===== src/rtl/pipe_reg_chain.sv =====
// Elastic register chain: DEPTH valid/data stages with combinational ready
// propagation, bubble collapse, synchronous flush and an occupancy counter.
module pipe_reg_chain #(
  parameter int              WIDTH     = 64,
  parameter int              DEPTH     = 4,
  parameter logic [WIDTH-1:0] RESET_VAL = '0
) (
  input  logic                       clk,
  input  logic                       reset,
  input  logic                       in_valid,
  input  logic [WIDTH-1:0]           in_data,
  output logic                       in_ready,
  output logic                       out_valid,
  output logic [WIDTH-1:0]           out_data,
  input  logic                       out_ready,
  input  logic                       flush,
  output logic [$clog2(DEPTH+1)-1:0] count
);

  localparam int CW = $clog2(DEPTH+1);

  logic [DEPTH-1:0] v;
  logic [DEPTH-1:0] adv;
  logic [DEPTH-1:0] load;
  logic [WIDTH-1:0] d [DEPTH];
  logic             in_rdy;
  logic             in_acc;
  logic             out_acc;

  // Ready chain walked from the output back: a stage is blocked only if it
  // is valid and everything downstream of it is blocked as well.
  always_comb begin : ready_chain
    logic blocked;
    blocked = !out_ready;
    adv     = '0;
    for (int i = DEPTH - 1; i >= 0; i--) begin
      adv[i]  = v[i] && !blocked;
      blocked = v[i] && blocked;
    end
    in_rdy = !blocked;
  end

  // Stage 0 loads from the input port, every other stage from its upstream neighbour.
  always_comb begin
    load    = '0;
    load[0] = in_valid && in_rdy;
    for (int i = 1; i < DEPTH; i++) begin
      load[i] = adv[i-1];
    end
  end

  assign in_acc    = load[0];
  assign out_acc   = adv[DEPTH-1];
  assign in_ready  = in_rdy;
  assign out_valid = v[DEPTH-1];
  assign out_data  = d[DEPTH-1];

  // Valid bits and occupancy count; flush empties the chain but still lets
  // the current output transfer complete downstream.
  always_ff @(posedge clk or posedge reset) begin
    if (reset) begin
      v     <= '0;
      count <= '0;
    end else if (flush) begin
      v     <= '0;
      count <= '0;
    end else begin
      v <= load | (v & ~adv);
      case ({in_acc, out_acc})
        2'b10:   count <= count + CW'(1);
        2'b01:   count <= count - CW'(1);
        default: count <= count;
      endcase
    end
  end

  // Data registers move only when their stage loads, so idle stages never toggle.
  always_ff @(posedge clk or posedge reset) begin
    if (reset) begin
      for (int i = 0; i < DEPTH; i++) begin
        d[i] <= RESET_VAL;
      end
    end else if (!flush) begin
      if (load[0]) begin
        d[0] <= in_data;
      end
      for (int i = 1; i < DEPTH; i++) begin
        if (load[i]) begin
          d[i] <= d[i-1];
        end
      end
    end
  end

endmodule


===== config.mk =====
export PLATFORM = sky130hd
export DESIGN_NAME = pipe_reg_chain
export DESIGN_NICKNAME = d
export VERILOG_FILES = /design/src/rtl/pipe_reg_chain.sv
export SDC_FILE = /design/constraint.sdc
export NUM_CORES = 1
export LEC_CHECK = 0
export ABC_CLOCK_PERIOD_IN_PS = 13600
export CORE_ASPECT_RATIO = 0.9
export CORE_UTILIZATION = 45
export DETAILED_ROUTE_END_ITERATION = 12
export PLACE_DENSITY = 0.67
export SLEW_MARGIN = 20
export SYNTH_ARGS = -nofsm -noshare
export SYNTH_HDL_FRONTEND = slang
export SYNTH_SLANG_ARGS = --single-unit

===== constraint.sdc =====
create_clock -name clk -period 13.6 [get_ports clk]
set_input_delay 1.36 -clock clk [delete_from_list [all_inputs] [get_ports clk]]
set_output_delay 1.36 -clock clk [all_outputs]
set_load 0.005 [all_outputs]

# == Yosys cells after proc, flatten, opt, wreduce, memory -nomap -nowiden ==
# Index checks and enable logic that the tools add are counted.
# classes
add_sub_neg,2
n_eq_ne,2
n_mux,3
bitwise_logic,4
reduce_logical,19
# ops
op,count
$logic_and 1x1->1,9
$reduce_and 2->1,4
$pmux 3 s2,1
$logic_not 1->1,5
$and 4x4->4,1
$mux 4,1
$not 4->4,1
$or 4x4->4,1
$add 3x1->3 const B,1
$mux 3,1
$reduce_bool 3->1,1
$sub 3x1->3 const B,1
$eq 2x1->1 const B,1
$eq 2x2->1 const B,1
$not 1->1,1
# totals
regBits,263
input_bits,69
output_inout_bits,69
wordCells,36

# == Longest topological paths before layout ==
# logic_depth
ltp_word,10
mapped_depth,6
ltp_nobuf,5

# == Worst setup path after synthesis ==
# OpenSTA, ideal clock, no wires.
# synth_path
kind,input -> output
start,input out_ready
end,output in_ready
arrival_time_ns,1.625
t_required_ns,12.240
slack_ns,10.615
stages,3
n_path_buf,1
cell_sequence,nor2b_4 > buf_6 > nand2_1
# synth_via
elab_chain_cells,6
# synth_lines
element,line,source
"start, declared",15,"input logic out_ready,"
$logic_not 1->1,34,blocked = !out_ready;
$logic_and 1x1->1 (4 in a row),38,blocked = v[i] && blocked;
$logic_not 1->1,40,in_rdy = !blocked;
"end, declared",12,"output logic in_ready,"
# Every way passes these cells.

# == Worst setup path after layout ==
# Ends and elaborated chain as after synthesis.

==> impl_metrics.ini <==
[global_route]
antenna_found_initial = 0
grt.total_usage_pct = 16.1
grt_max_degree = 114
grt_pass1_vias = 5732
grt_pass1_wl_mm = 30.8
overflow = 0

[synth]
synth_edf_count = 0
synthArstFlopShare_pct = 100
synthFlopType = dfrtp_1
yosys.area_share.xor_xnor_pct = 0
muxShareOfSynthArea_pct = 29.2
synth_top_family_by_area = multiplexers
synth_nets = 721
yosysMostFrequentCell = dfrtp_1
yosys.area_share.adder_pct = 0.186
synth-simple-area-share_pct = 1.02
synth-warning-count = 0
synth_cell_types = 28
synth_area_per_cell_um2 = 16.5
synth_common_cells = dfrtp_1, mux2_2, buf_4
syn_area_um2 = 10800
synth_top_area_share_pct = 61.1
synthCells = 651
ys_seq_elements = 263
synth-compound-area-share_pct = 0.697
yosysTopAreaCell = dfrtp_1
yosysSeqAreaShare_pct = 61.1
synth_top_cells_by_area = dfrtp_1, mux2_2, mux2_4

[pwr]
leakage_nw = 5.81
internal_power_mw = 1.88
total_power_mw = 2.43
switching_power_uw = 544
vdd_drop_max_uv = 91.3
switching_share_pct = 22.4
clkPwrFrac_pct = 33.7
power-per-cell-area_nw_per_um2 = 190
comb_power_share_pct = 19.2
power_frac_seq_pct = 47.1

[critical_path]
cpMostUsedCell = clkdlybuf4s50_1
end_kind = primary output
required_ns = 12.24
worstSetupPathType = in2out
crit_buf_inv = 2
startpoint_type = input pin
cp_max_fo = 8
crit_family = buffers and inverters
cp_slowest_cell = clkdlybuf4s50_1
cp_cell_sequence = clkdlybuf4s50_1, nor2b_4, nand2_1, clkdlybuf4s50_1
cpPeakStageDelay_ns = 0.50
cp_data_arrival_time_ns = 2.73

[placement]
place_area_um2 = 11800
place_hpwl_mm = 11.9
io_buffers = 137
place_congestion = 0.722

[clock_tree]
cts_max_level = 1
clk_pin_slew_ns = 0.06
ctsResizeCount = 0
cts_tree = done
postCtsSetupBuffers = 0
hold_buffers = 0
root_buffer = clkbuf_16
numCtsBuffers = 27
clk_latency_ns = 0.52
cts.path.max_buffers = 3
cts_sinks = 263

[routing]
routed_wl_mm = 18.9
viasPerCell = 4.94
initialDrtViolationCount = 226
antenna_left = 0
wl_per_cell_um = 18.0
drtPass1Iterations = 4
drc = 0
vias = 5193

[finish]
area_growth_pct = 18.7
seqCellArea_um2 = 6580
multi_input_area_um2 = 3360
diodes = 0
final_nets = 799
fin_area_um2 = 12800
nFillCells = 1845
fin_util_pct = 54.6
drive_gt1_share_pct = 42.5

[sta]
setup_viol_count_final = 0
slew_viol_final = 0
period_minus_slack_ns = 4.09
final_hold_viol_count = 0
clock_skew_ns = 0.0123
fin_hold_ws_ns = 0.498
rsz0062_at_grt = no
max_slew_margin_pct = 35.1
timing.final.crit_share_pct = 30.0
max_freq_mhz = 245
tns_ns = 0
worst_pin_slew_ns = 0.973

[floorplanning]
core-area_um2 = 23400
die_width_um = 165
die-area_um2 = 24600
initial_core_util_pct = 46.0
die_y_um = 149
ios = 138
rows = 53

[min_path]
hp-class = reg2reg

[flow_run]
maxCapViolations = 0

[outcome]
outcome = finished, final reports clean
-- final cells by class --
type                    instances  area share [%]
flip-flops and latches        263            51.5
inverters                       5           0.205
clock buffers                  36            6.02
multi-input cells             288            26.3
well taps                     302            2.95
clock inverters                13            1.93
repair buffers                144            11.2
-- metal layers --
metal,GRT usage [%],up-vias,wire (µm)
met5,0,-,0
met4,3.49,0,309
met3,3.28,26,898
met2,27.2,101,9310
met1,21.3,2714,8360
li1,-,2352,-
-- worst paths after layout --
check / from / endpoint / slack [ns] / depth (start not counted)
max: out_ready / in_ready / 9.51 / 4
min: d[102] / d[102] / 0.50 / 1
max reg2reg: v[2] / d[221] / 11.05 / 4
min reg2reg: d[102] / d[102] / 0.50 / 1
max in group asynchronous: reset / d[125] / 10.19 / 4
min in group asynchronous: reset / out_data[36] / 1.38 / 2
-- registers in the layout, indices dropped and copies added, names as in the netlist --
name and flops:
count 3, d 192, out_data 64, v 4
-- power groups by stage --
| stage | registers [mW] | clock network, mW | logic, mW |
|---|---|---|---|
| 2_1_floorplan | 1.11 | 0 | 0.376 |
| 3_3_place_gp | 1.14 | 0 | 0.456 |
| 3_5_place_dp | 1.16 | 0 | 0.473 |
| 4_1_cts | 1.15 | 0.842 | 0.476 |
| 5_1_grt | 1.18 | 0.875 | 0.502 |
| 6_report | 1.14 | 0.819 | 0.466 |
-- cell usage in the layout, fill, tap and decap left out, types with 4 or more instances in the layout --
| master | synthesis | routed |
|---|---|---|
| clkbuf_8 | 0 | 6 |
| mux2_2 | 198 | 198 |
| dfrtp_1 | 263 | 263 |
| nor2_1 | 6 | 6 |
| clkdlybuf4s50_1 | 0 | 137 |
| clkinv_2 | 0 | 4 |
| mux2_4 | 60 | 60 |
| clkbuf_16 | 0 | 27 |
| inv_1 | 5 | 4 |
| buf_4 | 66 | 6 |
| bufinv_16 | 0 | 7 |
-- kinds of logic after synthesis --
logic type / after synthesis
compound gates: 10
fa+ha+maj: 1
buf+inv: 100
flops: 263
mux: 259
simple gates: 18
-- stage by stage --
| stage | setup slack, ns | std cells |
|---|---|---|
| global route | 9.49 | 1051 |
| floorplan | 5.00 | 651 |
| finish | 9.51 | 1051 |
| global placement | 9.32 | 1002 |
| detailed placement | 9.22 | 1002 |
| CTS | 9.53 | 1051 |
No activity file was read; power rests on OpenSTA's default activity.
